File: src/rtl/dff_bank_arbiter.sv
// Round-robin arbiter that lets NREQ requesters share one WIDTH-bit flip-flop bank.
// Each completed write is followed by HOLD idle cycles before the next arbitration.
module dff_bank_arbiter #(
    parameter int unsigned NREQ  = 4,
    parameter int unsigned WIDTH = 8,
    parameter int unsigned HOLD  = 2,
    localparam int unsigned OW   = (NREQ > 1) ? $clog2(NREQ) : 1
) (
    input  logic                  clk,
    input  logic                  reset,
    input  logic [NREQ-1:0]       req,
    input  logic [NREQ*WIDTH-1:0] wdata,
    output logic [NREQ-1:0]       gnt,
    output logic                  busy,
    output logic [OW-1:0]         owner,
    output logic [WIDTH-1:0]      q0,
    output logic [WIDTH-1:0]      q1,
    output logic [15:0]           wr_count
);

    typedef enum logic [1:0] {
        S_IDLE,
        S_GRANT,
        S_HOLD
    } state_t;

    state_t           r_state, w_state_nx;
    logic [NREQ-1:0]  r_gnt, w_gnt_nx;
    logic [OW-1:0]    r_owner, w_owner_nx;
    logic [OW-1:0]    r_last, w_last_nx;
    logic [WIDTH-1:0] r_q, w_q_nx;
    logic [15:0]      r_cnt, w_cnt_nx;
    logic [3:0]       r_hold, w_hold_nx;

    logic             w_found;
    logic [OW-1:0]    w_win;
    logic [OW-1:0]    w_idx;

    // Rotating search starting one past the most recently written requester.
    always_comb begin
        w_found = 1'b0;
        w_win   = '0;
        w_idx   = '0;
        for (int unsigned k = 0; k < NREQ; k++) begin
            w_idx = OW'((32'(r_last) + 32'd1 + k) % NREQ);
            if (!w_found && req[w_idx]) begin
                w_found = 1'b1;
                w_win   = w_idx;
            end
        end
    end

    always_comb begin
        w_state_nx = r_state;
        w_gnt_nx   = '0;
        w_owner_nx = r_owner;
        w_last_nx  = r_last;
        w_q_nx     = r_q;
        w_cnt_nx   = r_cnt;
        w_hold_nx  = r_hold;
        case (r_state)
            S_IDLE: begin
                if (w_found) begin
                    w_state_nx = S_GRANT;
                    w_owner_nx = w_win;
                    w_gnt_nx   = NREQ'(1) << w_win;
                end
            end
            S_GRANT: begin
                if (req[r_owner]) begin
                    w_q_nx    = wdata[r_owner*WIDTH +: WIDTH];
                    w_cnt_nx  = r_cnt + 16'd1;
                    w_last_nx = r_owner;
                    if (HOLD == 0) begin
                        w_state_nx = S_IDLE;
                    end else begin
                        w_state_nx = S_HOLD;
                        w_hold_nx  = 4'(HOLD - 1);
                    end
                end else begin
                    // Withdrawn request: drop the write, leave the pointer alone.
                    w_state_nx = S_IDLE;
                end
            end
            S_HOLD: begin
                if (r_hold == 4'd0) begin
                    w_state_nx = S_IDLE;
                end else begin
                    w_hold_nx = r_hold - 4'd1;
                end
            end
            default: w_state_nx = S_IDLE;
        endcase
    end

    always_ff @(posedge clk) begin
        if (reset) begin
            r_state <= S_IDLE;
            r_gnt   <= '0;
            r_owner <= '0;
            r_last  <= OW'(NREQ - 1);
            r_q     <= '0;
            r_cnt   <= '0;
            r_hold  <= '0;
        end else begin
            r_state <= w_state_nx;
            r_gnt   <= w_gnt_nx;
            r_owner <= w_owner_nx;
            r_last  <= w_last_nx;
            r_q     <= w_q_nx;
            r_cnt   <= w_cnt_nx;
            r_hold  <= w_hold_nx;
        end
    end

    assign gnt      = r_gnt;
    assign busy     = (r_state != S_IDLE);
    assign owner    = r_owner;
    assign q0       = r_q;
    assign q1       = ~r_q;
    assign wr_count = r_cnt;

endmodule

File: config.mk
export PLATFORM = sky130hd
export DESIGN_NAME = dff_bank_arbiter
export DESIGN_NICKNAME = d
export VERILOG_FILES = /design/src/rtl/dff_bank_arbiter.sv
export SDC_FILE = /design/constraint.sdc
export NUM_CORES = 1
export LEC_CHECK = 0
export BUFFER_PORTS_ARGS = -buffer_cell sky130_fd_sc_hd__buf_4
export CAP_MARGIN = 15
export CORE_MARGIN = 10
export CORE_UTILIZATION = 44
export CTS_CLUSTER_DIAMETER = 40
export DETAILED_ROUTE_END_ITERATION = 7
export HOLD_SLACK_MARGIN = 0.1
export PLACE_DENSITY = 0.82
export SLEW_MARGIN = 20
export SYNTH_ARGS = -nofsm -noshare
export SYNTH_HDL_FRONTEND = slang
export SYNTH_SLANG_ARGS = --single-unit
export TNS_END_PERCENT = 20
File: constraint.sdc
create_clock -name clk -period 1.5 [get_ports clk]
set_input_delay 0.075 -clock clk [delete_from_list [all_inputs] [get_ports clk]]
set_output_delay 0.075 -clock clk [all_outputs]
set_load 0.01 [all_outputs]
==> key figures <==
Worst setup path
  • Worst R2R End: wr_count[11]$_SDFFE_PP0P_
  • Worst setup startpoint: r_state[1]$_SDFFE_PP0P_
  • Critical path's largest stage delay: 0.52 ns
  • Crit-path slowest cell: or4_4
  • CP top delay family: simple AND/OR/NAND/NOR gates
  • R2R setup slack: -0.11 ns
  • Critical Path Sink Type: flip-flop
  • Crit path DAT: between 1.5 and 2 ns
  • Critical Path RT: around 1.7 ns
  • Worst path cell trace: inv_2, ha_4, and4b_1, a32oi_4, or4_4, a21oi_2
  • Setup crit start kind: flip-flop
  • R2r startpoint: r_state[1]$_SDFFE_PP0P_
  • CP Class: flip-flop to flip-flop
  • Buf/Inv on CP: 1
  • Critical Path End: wr_count[11]$_SDFFE_PP0P_
  • Crit-path max FO: 7
  • Critical Path Stages: 6
  • R2R cell count: 6

Global routing
  • Initial antenna violation count: 0
  • Tot GR Track Use: 16.0%
  • First-pass GRT wire length: about 10 mm
  • Global route overflow: 0
  • Number of global-route vias before repair: 2235
  • Largest net degree at the start of global routing: 39

Cells and area
  • Fin cells: roughly 400
  • Post-layout net count: 390
  • # diodes: 0
  • Layout cells sized above 1: 47.6%
  • Final Instance Area: 3210 µm²
  • Area Overhead vs Synth: 56.7%
  • Fillers: approximately 330
  • Post-layout util: 72.3%

Clocking
  • Clock Tree Root: clkbuf_8
  • Reg clk slew, reported paths: 0.08 ns
  • Hold Buf Count CTS: 0
  • CTS buffer count: 5
  • Clk buf depth: 2
  • Clk Latency, worst-skew pair: between 0.2 and 0.3 ns
  • # clock sinks: 38
  • CTS tree: yes
  • H-tree Lvls: 2

Power
  • PwrDens: 972 nW/µm²
  • Switching Fraction: 29.8%
  • Comb pwr share: 35.4%
  • Clock power share: 27.3%
  • Cell internal pwr: 2190 µW
  • Leak: 0.00132 µW
  • Largest vdd supply drop: 639 µV
  • Sw power: 931 µW
  • Seq pwr share: a little under two fifths
  • Total power: 3130 µW

Synth
  • Register area share after synthesis: between 30 and 40%
  • Yosys Warn Count: 0
  • Yosys reg bits: 38
  • Synth Flop Type: dfxtp_1
  • EDFF count, synth: 0
  • Netlist cell types: 46
  • Post-Syn Area per Cell: between 8 and 9 µm²
  • Synthesized area: around 2100 µm²
  • Async SR Flop Fraction: 0%
  • Synth Instances: 236
  • Synthesized Nets: 280

Floorplan
  • Initial core utilization: 46.1%
  • Full die area: between 7000 and 8000 µm²
  • Core area: between 4000 and 5000 µm²
  • Io pins: 77
  • DIE WIDTH: between 80 and 90 µm
  • Num rows: 24
  • Die Span Y: just under 90 µm

Detailed routing
  • Routed wire per std cell: 16.2 µm
  • Vias: 2172
  • Post-Route WL: 6.45 mm
  • Drt pass-1 iters: 4
  • Vias/cell: around 5.4
  • Antenna Nets Post-Route: 0
  • Initial drt markers: 81
  • # DRC: 0

Timing
  • Clk_skew: roughly 0.0055 ns
  • Period utilisation layout: 108%
  • RSZ-0062 raised after global routing: true
  • Final Hold Vio Count: 0
  • Final setup fails: 27
  • Fmax: 0.620 GHz
  • Hold slack: 0.110 ns
  • Min Clock Period, post-route: 1.61 ns
  • Worst relative slew slack: 72.0%
  • Setup ws final: -0.113 ns
  • Slew of the pin with the lowest slew margin: ~0.42 ns
  • Fin. max-slew vios: 0

Run status
  • Outcome: finished with violations
  • Failing checks: negative setup slack

Place
  • Cell count after placement: 386
  • I/O Buffers: 76
  • HPWL after DPL: about 4.7 mm
  • Cell Area, Placed: 2920 µm²
  • Placer congestion estimate: 0.802

Hold path
  • Hold/Removal Path Class: input pin to flip-flop
  • Hold Startpoint: req[0]

Flow run
  • Max-Cap Viols: 0
-- worst min-delay path by stage --
stage                                    to  slack, ns  cells past startpoint
after global routing      gnt[0]$_SDFF_PP0_       0.10                      3
after CTS                 gnt[0]$_SDFF_PP0_       0.10                      3
after detailed placement  gnt[0]$_SDFF_PP0_       0.41                      3
after global placement    gnt[2]$_SDFF_PP0_       0.40                      3
after floorplan           gnt[0]$_SDFF_PP0_       0.26                      2
final                     gnt[0]$_SDFF_PP0_       0.11                      3
-- tightest hold or removal path, delay by kind of cell --
family	cells	cell delay (ns)
AOI/OAI and AO/OA	1	0.09
and+or+nand+nor	1	0.10
buffers and inverters	1	0.11
-- sequential cells by signal, indices dropped and copies added, names as in the netlist --
signal	cells
r_last	2
r_state	2
gnt	4
r_hold	4
wr_count	16
q0	8
owner	2
-- metal layers --
layer | GRT usage [%] | share of wire (%)
met1 | 16.3 | 38
met2 | 29.0 | 52
met3 | 6.16 | 7.7
met4 | 5.58 | 2.1
met5 | 0 | 0
-- layout by cell type, fill, tap and decap left out, types with 6 or more instances in the layout --
master | synthesis | layout
a21oi_1 | 28 | 23
buf_4 | 2 | 105
buf_6 | 0 | 7
dfxtp_1 | 38 | 32
inv_1 | 18 | 14
mux4_2 | 8 | 8
nand2_1 | 29 | 27
nand2b_1 | 7 | 6
nor2_1 | 13 | 13
o31ai_1 | 7 | 6
or3_1 | 7 | 7
-- power by group through the flow --
stage                     Clock, µW  Sequential [µW]  Combinational, µW
final                           853             1170               1110
after global routing            907             1180               1200
after CTS                       873             1170               1030
after detailed placement          0             1190                963
after global placement            0             1180                936
after floorplan                   0             1200                514
-- layout make-up --
cell class	instances	area, µm²	share of cell area [%]
Clock buffer	7	76.3	2.37
Timing Repair Buffer	114	902	28.1
Sequential cell	38	771	24.0
Clock inverter	1	30.0	0.934
Inverter	18	67.6	2.10
Multi-Input combinational cell	169	1300	40.5
Tap cell	52	65.1	2.02
-- through the flow --
step	setup TNS [ns]	setup slack (ns)
after global placement	-0.609	-0.0706
after CTS	-1.02	-0.0986
after global routing	-3.55	-0.172
after detailed placement	-1.45	-0.143
final	-1.36	-0.113
after floorplan	-0.00978	-0.00978
-- kinds of logic (layout without fill, tap and decap cells) --
logic type,Yosys count,after routing,share of synthesized area (%)
AND/OR/NAND/NOR,88,88,22.7
AO/OA/AOI/OAI,63,63,19.6
flip-flops,38,38,37.1
buffers and inverters,29,140,5.92
multiplexers,11,11,10.6
adder cells (fa/ha/maj),6,6,3.66
XOR/XNOR,1,1,0.427
-- cells in the mapped netlist, types with 3 or more instances --
cell       n  share of area [%]
dfxtp_1   38                 37
nand2_1   29                5.3
a21oi_1   28                6.8
inv_1     18                3.3
nor2_1    13                2.4
mux4_2     8                8.8
or4_1      8                2.9
nand2b_1   7                2.1
o31ai_1    7                2.6
or3_1      7                2.1
ha_1       6                3.7
clkbuf_1   5               0.92
nand3_1    5                1.2
o21ai_0    5                1.2
o21ai_1    5                1.2
buf_2      4               0.98
a211oi_1   3                1.1
and2_1     3               0.92
-- timing repair --
action / 4_1_cts / 5_1_grt
buffers inserted: 4 / 0
resized for setup: 12 / 26
pin swaps: 20 / 6
cloned: 1 / 0
endpoints found under the setup margin: 26 / 34
No activity file was read; power rests on OpenSTA's default activity.
